`src/rtl/bounded_updown_counter_pkg.sv`:
```
// Shared types and constants for the bounded up/down counter slice.
package counter_pkg;

    typedef enum logic [1:0] {
        IDLE,
        STEP_UP,
        STEP_DN,
        HOLD
    } state_t;

    localparam int unsigned MODE_SAT  = 0;
    localparam int unsigned MODE_WRAP = 1;

endpackage

```
`src/rtl/bounded_updown_counter_if.sv`:
```
// Button/control inputs and count/status outputs of the bounded up/down counter.
interface bounded_updown_counter_if #(
    parameter int unsigned WIDTH = 16
);

    logic             U;
    logic             D;
    logic             clr;
    logic [WIDTH-1:0] count;
    logic             at_max;
    logic             at_min;
    logic             changed;

    modport master (
        output U, D, clr,
        input  count, at_max, at_min, changed
    );

    modport slave (
        input  U, D, clr,
        output count, at_max, at_min, changed
    );

endinterface

```
`src/rtl/bounded_updown_counter_button_conditioner.sv`:
```
// Raw push-button conditioning: 2-FF synchroniser, debounce counter, rising-edge pulse.
module button_conditioner #(
    parameter int unsigned DEB_CYCLES = 4
) (
    input  logic clk,
    input  logic rst,
    input  logic btn,
    output logic press,
    output logic quiet
);

    localparam int unsigned      CNT_W    = $clog2(DEB_CYCLES);
    localparam logic [CNT_W-1:0] CNT_LAST = CNT_W'(DEB_CYCLES - 1);

    logic             sync_p0;
    logic             sync_p1;
    logic             level;
    logic             level_d;
    logic [CNT_W-1:0] deb_cnt;

    always_ff @(posedge clk or negedge rst) begin
        if (!rst) begin
            sync_p0 <= 1'b0;
            sync_p1 <= 1'b0;
            level   <= 1'b0;
            level_d <= 1'b0;
            press   <= 1'b0;
            deb_cnt <= '0;
        end else begin
            sync_p0 <= btn;
            sync_p1 <= sync_p0;
            level_d <= level;
            press   <= level & ~level_d;
            // Level flips on the DEB_CYCLES-th consecutive differing sample.
            if (sync_p1 == level) begin
                deb_cnt <= '0;
            end else if (deb_cnt == CNT_LAST) begin
                level   <= sync_p1;
                deb_cnt <= '0;
            end else begin
                deb_cnt <= deb_cnt + 1'b1;
            end
        end
    end

    // Nothing in flight anywhere in the chain: button is genuinely released.
    assign quiet = ~(sync_p0 | sync_p1 | level) & (deb_cnt == '0);

endmodule

```
`src/rtl/bounded_updown_counter.sv`:
```
// Button-driven up/down counter stepping by STEP between MIN_VAL and MAX_VAL,
// saturating or wrapping at the bounds, with synchronous clear and status flags.
module bounded_updown_counter
    import counter_pkg::*;
#(
    parameter int unsigned WIDTH      = 16,
    parameter int unsigned MIN_VAL    = 0,
    parameter int unsigned MAX_VAL    = 2**WIDTH - 1,
    parameter int unsigned STEP       = 1,
    parameter int unsigned WRAP       = MODE_SAT,
    parameter int unsigned DEB_CYCLES = 4
) (
    input logic                     clk,
    input logic                     rst,
    bounded_updown_counter_if.slave bus
);

    localparam logic [WIDTH:0] MIN_X  = (WIDTH + 1)'(MIN_VAL);
    localparam logic [WIDTH:0] MAX_X  = (WIDTH + 1)'(MAX_VAL);
    localparam logic [WIDTH:0] STEP_X = (WIDTH + 1)'(STEP);

    if (!(MIN_VAL < MAX_VAL && MAX_VAL <= 2**WIDTH - 1 &&
          STEP >= 1 && STEP <= MAX_VAL - MIN_VAL && DEB_CYCLES >= 2)) begin : g_param_check
        $error("bounded_updown_counter: illegal parameter combination");
    end

    function automatic logic [WIDTH-1:0] step_up(input logic [WIDTH-1:0] cur);
        logic [WIDTH:0] sum;
        sum = {1'b0, cur} + STEP_X;
        if (sum > MAX_X)
            return (WRAP == MODE_WRAP) ? MIN_X[WIDTH-1:0] : MAX_X[WIDTH-1:0];
        return sum[WIDTH-1:0];
    endfunction

    function automatic logic [WIDTH-1:0] step_dn(input logic [WIDTH-1:0] cur);
        logic [WIDTH:0] diff;
        diff = {1'b0, cur} - STEP_X;
        if ({1'b0, cur} < MIN_X + STEP_X)
            return (WRAP == MODE_WRAP) ? MAX_X[WIDTH-1:0] : MIN_X[WIDTH-1:0];
        return diff[WIDTH-1:0];
    endfunction

    logic             up_press;
    logic             up_quiet;
    logic             dn_press;
    logic             dn_quiet;
    state_t           state_q;
    logic [WIDTH-1:0] count_q;
    logic [WIDTH-1:0] step_val;
    logic             changed_q;
    logic             armed;

    button_conditioner #(.DEB_CYCLES(DEB_CYCLES)) u_cond_up (
        .clk   (clk),
        .rst   (rst),
        .btn   (bus.U),
        .press (up_press),
        .quiet (up_quiet)
    );

    button_conditioner #(.DEB_CYCLES(DEB_CYCLES)) u_cond_dn (
        .clk   (clk),
        .rst   (rst),
        .btn   (bus.D),
        .press (dn_press),
        .quiet (dn_quiet)
    );

    always_comb begin
        step_val = (state_q == STEP_DN) ? step_dn(count_q) : step_up(count_q);
    end

    always_ff @(posedge clk or negedge rst) begin
        if (!rst) begin
            state_q   <= HOLD;
            count_q   <= MIN_X[WIDTH-1:0];
            changed_q <= 1'b0;
            armed     <= 1'b0;
        end else begin
            armed     <= 1'b1;
            changed_q <= 1'b0;
            case (state_q)
                IDLE: begin
                    if (up_press && dn_press)  state_q <= HOLD;
                    else if (up_press)         state_q <= STEP_UP;
                    else if (dn_press)         state_q <= STEP_DN;
                end
                STEP_UP, STEP_DN: state_q <= HOLD;
                // armed keeps the first post-reset cycle in HOLD, before the
                // synchroniser has seen a button held through reset.
                HOLD: if (armed && up_quiet && dn_quiet) state_q <= IDLE;
                default: state_q <= HOLD;
            endcase
            if (bus.clr) begin
                count_q   <= MIN_X[WIDTH-1:0];
                changed_q <= (count_q != MIN_X[WIDTH-1:0]);
            end else if (state_q == STEP_UP || state_q == STEP_DN) begin
                count_q   <= step_val;
                changed_q <= (step_val != count_q);
            end
        end
    end

    assign bus.count   = count_q;
    assign bus.changed = changed_q;
    assign bus.at_max  = (count_q == MAX_X[WIDTH-1:0]);
    assign bus.at_min  = (count_q == MIN_X[WIDTH-1:0]);

endmodule

```
`src/flat_wrapper.sv`:
```
// flat-port wrapper written by rule: the top's interface ports become plain ports
module bounded_updown_counter_flat import counter_pkg::*;
#(
    parameter int unsigned WIDTH      = 16,
    parameter int unsigned MIN_VAL    = 0,
    parameter int unsigned MAX_VAL    = 2**WIDTH - 1,
    parameter int unsigned STEP       = 1,
    parameter int unsigned WRAP       = MODE_SAT,
    parameter int unsigned DEB_CYCLES = 4
)
  (clk, rst, bus_U, bus_D, bus_clr, bus_count, bus_at_max, bus_at_min, bus_changed);
  bounded_updown_counter_if #(.WIDTH(WIDTH)) bus_i ();
  input logic clk;
  input logic rst;
  input wire logic [$bits(bus_i.U)-1:0] bus_U;
  input wire logic [$bits(bus_i.D)-1:0] bus_D;
  input wire logic [$bits(bus_i.clr)-1:0] bus_clr;
  output wire logic [$bits(bus_i.count)-1:0] bus_count;
  output wire logic [$bits(bus_i.at_max)-1:0] bus_at_max;
  output wire logic [$bits(bus_i.at_min)-1:0] bus_at_min;
  output wire logic [$bits(bus_i.changed)-1:0] bus_changed;
  assign bus_i.U = bus_U;
  assign bus_i.D = bus_D;
  assign bus_i.clr = bus_clr;
  assign bus_count = bus_i.count;
  assign bus_at_max = bus_i.at_max;
  assign bus_at_min = bus_i.at_min;
  assign bus_changed = bus_i.changed;
  bounded_updown_counter #(.WIDTH(WIDTH), .MIN_VAL(MIN_VAL), .MAX_VAL(MAX_VAL), .STEP(STEP), .WRAP(WRAP), .DEB_CYCLES(DEB_CYCLES)) u_core (.clk(clk), .rst(rst), .bus(bus_i));
endmodule
```
`config.mk`:
```
export PLATFORM = sky130hd
export DESIGN_NAME = bounded_updown_counter_flat
export DESIGN_NICKNAME = d
export VERILOG_FILES = /design/src/rtl/bounded_updown_counter_pkg.sv /design/src/rtl/bounded_updown_counter_if.sv /design/src/rtl/bounded_updown_counter_button_conditioner.sv /design/src/rtl/bounded_updown_counter.sv /design/src/flat_wrapper.sv
export SDC_FILE = /design/constraint.sdc
export NUM_CORES = 1
export LEC_CHECK = 0
export ABC_AREA = 1
export CORE_UTILIZATION = 37
export CTS_CLUSTER_DIAMETER = 150
export DETAILED_ROUTE_END_ITERATION = 12
export GPL_TIMING_DRIVEN = 0
export PLACE_DENSITY = 0.66
export SYNTH_ARGS = -nofsm -noshare
export SYNTH_HDL_FRONTEND = slang
export SYNTH_SLANG_ARGS = --single-unit
export TNS_END_PERCENT = 30
```
`constraint.sdc`:
```
create_clock -name clk -period 3 [get_ports clk]
set_clock_uncertainty 0.2 [all_clocks]
set_input_delay 0.3 -clock clk [delete_from_list [all_inputs] [get_ports clk]]
set_output_delay 0.3 -clock clk [all_outputs]
set_load 0.005 [all_outputs]
```
After elaboration in Yosys (flattened, before gate mapping)
Cells that the tools add are included.

Equal/unequal tests: 11. $add $sub $neg: 4. Shift-type cells: 0. Bitwise gates (word level): 14. Multiplexer cells: 20. Reduce and logical (&&, ||, !) cells: 14. Div/mod/pow operators: 0. $lt $le $gt $ge: 2. $mul: 0.

Operators by type and width (count): $mux W16 (7); $add A16 B1 Y17 const B (1); $gt A17 B16 Y1 const B (1); $eq A16 B16 Y1 const B (1); $logic_not A16 Y1 (1); $lt A16 B1 Y1 const B (1); $mux W2 (8); $ne A16 B16 Y1 (1); $reduce_bool A16 Y1 (1); $sub A16 B1 Y16 const B (1); $eq A2 B2 Y1 const B (4); $logic_not A2 Y1 (3); $not A1 Y1 (6); $pmux W2 S3 (1); $reduce_and A2 Y1 (3); $add A2 B1 Y2 const B (2); $and A1 B1 Y1 (4); $mux W1 (4); $ne A4 B3 Y1 const B (1); $or A1 B1 Y1 (4); $logic_and A1 B1 Y1 (3); $eq A1 B1 Y1 (2); $eq A2 B1 Y1 const B (1); $ne A2 B1 Y1 const B (1); other kinds (3) (3).

Bits in writable memories: 0. Register bits: 34. Input bits: 5. Logic and storage cells: 81. Output and inout port bits: 19. Latch bits: 0. Bits in read-only memories: 0. Memories kept: 0.

Longest topological paths before layout
Depth after elaboration: 8. Gate-level depth with buffers: 16. Gate-level depth less buffers: 16.

Modules after synthesis
A second synthesis with hierarchy kept.

Cell total of the unflattened synthesis: 353. Area, all modules: 2598.7 um^2.

Modules (own cells, without submodules): bounded_updown_counter (times used 1, sequential area each 503.0 um^2, area an instance 2068.2 um^2, cells an instance 303); button_conditioner (times used 2, sequential area each 175.2 um^2, area an instance 265.3 um^2, cells an instance 25).

Least setup slack after synthesis
OpenSTA, ideal clock, no wires.

Path type: register to register. Start: register u_core.count_q[0], in the netlist u_core.bus.count[0]. End: register u_core.changed_q, in the netlist u_core.bus.changed. Required time: 2.676 ns. Buffers on the path: 0. Library setup time: 0.124 ns. Arrival time: 1.810 ns. Path slack: 0.867 ns. Cell stages (with the launch flop): 14. Period minus slack after synthesis: 2.133 ns. Path through: dfrtp_1 -> inv_2 -> ha_1 -> nand3_2 -> nor2_2 -> inv_2 -> nor2_2 -> inv_2 -> nor2_2 -> o22ai_2 -> xor2_1 -> nand3_1 -> nand2_1 -> nand2_1.

Word-level cells in the longest chain between the ends: 8. Elaborated cells on any way between the ends: 13. Classes of those cells: add/sub: 2; order compare: 2; eq/ne: 1; mux: 7; reduce/logical: 1.

Ends and longest elaborated chain: start, declared (line bounded_updown_counter.sv:48) `logic [WIDTH-1:0] count_q;`; start signal, assigned (line bounded_updown_counter.sv:76) `count_q <= MIN_X[WIDTH-1:0];`; start signal, assigned (line bounded_updown_counter.sv:95) `count_q <= MIN_X[WIDTH-1:0];`; start signal, assigned (line bounded_updown_counter.sv:98) `count_q <= step_val;`; $add A16 B1 Y17 (line bounded_updown_counter.sv:29) `sum = {1'b0, cur} + STEP_X;`; $gt A17 B16 Y1 (line bounded_updown_counter.sv:30) `if (sum > MAX_X)`; $mux W1 (line bounded_updown_counter.sv:30); $mux W16 (line bounded_updown_counter.sv:32) `return sum[WIDTH-1:0];`; $mux W16 (line bounded_updown_counter.sv:70) `step_val = (state_q == STEP_DN) ? step_dn(count_q) : step_up(count_q);`; $ne A16 B16 Y1 (line bounded_updown_counter.sv:99) `changed_q <= (step_val != count_q);`; $mux W1 (line bounded_updown_counter.sv:97) `end else if (state_q == STEP_UP || state_q == STEP_DN) begin`; $mux W1 * (line bounded_updown_counter.sv:94) `if (bus.clr) begin`; end signal, assigned (line bounded_updown_counter.sv:96) `changed_q <= (count_q != MIN_X[WIDTH-1:0]);`; end signal, assigned (line bounded_updown_counter.sv:99); end, declared (line bounded_updown_counter.sv:50) `logic changed_q;`.

Mark *: on every way between the ends. The rest lies on a longest branch, timed or not. A chain may end at the register's enable or synchronous reset.

Worst setup path in the final report
Start: register u_core.count_q[1], in the netlist u_core.bus.count[1]. End: output port bus_at_max.

Word-level cells in the longest chain between the ends: 1.

Ends and longest elaborated chain: $eq A16 B16 Y1 (line bounded_updown_counter.sv:106) `assign bus.at_max = (count_q == MAX_X[WIDTH-1:0]);`; end, declared (line flat_wrapper.sv:19) `output wire logic [$bits(bus_i.at_max)-1:0] bus_at_max;`.

Every way passes these cells.

==> impl_metrics.toml <==
[synth]
synthCells = 354
synth_warnings = 0
synth_edf_count = 0
netlist_area_um2 = 2530
synth_seq_cells = 34
seq_area_frac_synth_pct = 33.7
async_reset_ff_share_pct = 100
avgSynthCellArea_um2 = 7.15
syn_nets = 371
synth.distinct_cells = 32
ys.flop_type = "dfrtp_1"

[placed_design]
routabilityCongestion = 0.888
dp_hpwl_mm = 4.79
place_area_um2 = 2850
port_buffers = 23

[floorplan]
dieArea_um2 = 7180
die_y_um = 84.7
rows = 29
start_util_pct = 39.2
die_x_um = 84.7
core_region_area_um2 = 6460
top_level_ports = 24

[drt]
avgRoutedWirePerCell_um = 14.5
post-route-drc-count = 0
wl_mm = 6.70
vias_per_cell = 5.34
first_iter_violations = 258
vias = 2471
drtAntennaViolNets = 0
dr.pass1.iters = 7

[setup_path]
slowest_stage = "clkdlybuf4s50_1"
cp.required_ps = 2500
crit_path_start_kind = "flop"
worstReg2RegStart = "u_core.state_q[1]"
critPathArrivalTime_ps = 2230
reg2reg_slack_ps = 360
path_max_fanout = 7
r2r_end = "u_core.bus.count[8]"
cpPeakStageDelay_ps = 560
ff2ff_path_depth = 7
path_cells = "ha_1 -> nand2_1 -> nor2_4 -> nand3_1 -> nor4_1 -> clkdlybuf4s50_1"
end_kind = "primary output"
path_class = "flop to primary output"

[global_route]
overflow = 0
antenna_found_initial = 0
grt_usage_pct = 19.6
grt_pass1_wl_mm = 11.0
grt_max_degree = 35
grt_pass1_vias = 2240

[power_and_ir_drop]
power_density_nw_per_um2 = 1190
leakagePower_nw = 1.36
swShare_pct = 49.1
switching_power_mw = 1.76
pwr-share-comb_pct = 61.8
p_int_mw = 1.82
power.share.clock_pct = 14.9
p_seq_share_pct = 23.3
peakVddDrop_uv = 418

[finish]
area_growth_pct = 18.5
diodes = 0
layout_common_cells = "nand2_1, nor2_1, inv_1"
fill_cells = 652
final_core_util_pct = 46.5
layout-drive-gt1-share_pct = 13.0
nets = 402
final_common_cell = "nand2_1"
final_cell_area_um2 = 3000

[min_path]
min_from = "u_core.u_cond_up.sync_p0"
whs_path_depth = 0
whs_endpoint = "u_core.u_cond_up.sync_p1"
hold_class = "flop to flop"

[clock_network]
h-tree-depth = 2
cts-root-buf = "clkbuf_8"
cts_resized = 0
cts_tree = "built"
cts_buffers = 5
clock_latency_ps = 300
clockBufferDepth = 2
clk_pin_slew_ps = 80
clock-sinks = 34

[sta]
setup_viol_count_final = 0
slew_viol_final = 0
tightest_slew_ps = 851
setup_tns_ps = 0
hold_viol_final = 0
finalCritPeriodShare_pct = 91.1
max_clock_freq_mhz = 366
min_period_ps = 2730
slew_headroom_pct = 43.3
rsz0062_at_grt = "no"
holdWs_ps = 182

[status]
status = "complete, no violations"

[job]
maxCapViolCount = 0
## worst max-delay path: cells and delay by family (launching register included)
kind                       cells  cell delay, ps
adders and majority gates      1             260
and+or+nand+nor                4             630
buffers and inverters          1             560
DFF                            1             480
## power by group through the flow
| stage | sequential [mW] | clock [mW] | combinational [mW] |
|---|---|---|---|
| floorplan | 0.801 | 0 | 1.54 |
| global placement | 0.837 | 0 | 2.14 |
| detailed placement | 0.840 | 0 | 2.17 |
| CTS | 0.832 | 0.549 | 2.19 |
| global route | 0.867 | 0.563 | 2.44 |
| finish | 0.833 | 0.534 | 2.21 |
## flip-flops by register name, indices dropped and copies added (netlist names)
register and cells:
u_core.u_cond_up.level_d 1, u_core.u_cond_up.deb_cnt 2, u_core.bus.changed 1, u_core.u_cond_dn.sync_p0 1
u_core.armed 1, u_core.u_cond_up.sync_p0 1, u_core.bus.count 16, u_core.u_cond_up.sync_p1 1
u_core.u_cond_dn.deb_cnt 2, u_core.state_q 2, u_core.u_cond_dn.level 1, u_core.u_cond_dn.sync_p1 1
u_core.u_cond_dn.press 1, u_core.u_cond_dn.level_d 1, u_core.u_cond_up.level 1, u_core.u_cond_up.press 1
## logic make-up after synthesis
logic type	share of synthesized area [%]
and+or+nand+nor	32.3
AOI/OAI and AO/OA	15.5
buffers and inverters	8.95
DFF	33.7
adders and majority gates	5.93
xor gates and xnor gates	3.46
other	0.148
## layer usage
layer,vias up,GRT usage (%),wire length (um),part of all wire (%)
met2,90,32.1,3160,47
met4,0,5.55,69,1.0
met5,-,0,0,0
met3,6,3.05,401,6.0
met1,1151,26.9,3070,46
li1,1224,-,-,-
## cell type report
cell class | instances | area, um2 | share of cell area [%]
buffer | 10 | 53.8 | 1.79
clock buffer | 5 | 68.8 | 2.29
clock inverter | 3 | 68.8 | 2.29
inverter | 46 | 173 | 5.75
multi-input combinational | 264 | 1450 | 48.4
sequential | 34 | 853 | 28.4
tap | 77 | 96.3 | 3.21
timing repair buffer | 24 | 235 | 7.84
## how the worst max path moves through the flow
| stage | startpoint | endpoint | slack [ps] | depth (start not counted) |
|---|---|---|---|---|
| floorplan | u_core.bus.count[0] | u_core.bus.changed | 870 | 13 |
| global placement | u_core.state_q[1] | u_core.bus.count[8] | 410 | 7 |
| detailed placement | u_core.state_q[1] | u_core.bus.count[8] | 400 | 7 |
| CTS | u_core.bus.count[1] | bus_at_max | 290 | 6 |
| global route | u_core.bus.count[1] | bus_at_max | 140 | 6 |
| finish | u_core.bus.count[1] | bus_at_max | 270 | 6 |
## metrics by stage
step	power (mW)	std cells	setup slack (ps)
floorplan	2.34	354	867
global placement	2.97	454	408
detailed placement	3.01	454	401
CTS	3.57	463	292
global route	3.87	463	143
finish	3.58	463	268
## Yosys cell counts, drive strengths merged (4+ instances only)
library cell	count	area (um2)
a21oi	6	30.0
buf	6	38.8
clkbuf	4	15.0
dfrtp	32	801
ha	12	150
inv	46	173
nand2	76	293
nand3	38	195
nand4	6	37.5
nor2	49	221
nor3	8	45.0
o21ai	38	190
o22ai	14	156
xor2	7	61.3
## what timing repair did
item	CTS	global route
endpoints found under the hold margin	32	0
buffers inserted	0	0
setup endpoints to repair	0	0
hold buffers	1	0
Note: power is estimated with default switching activity, not from simulation.
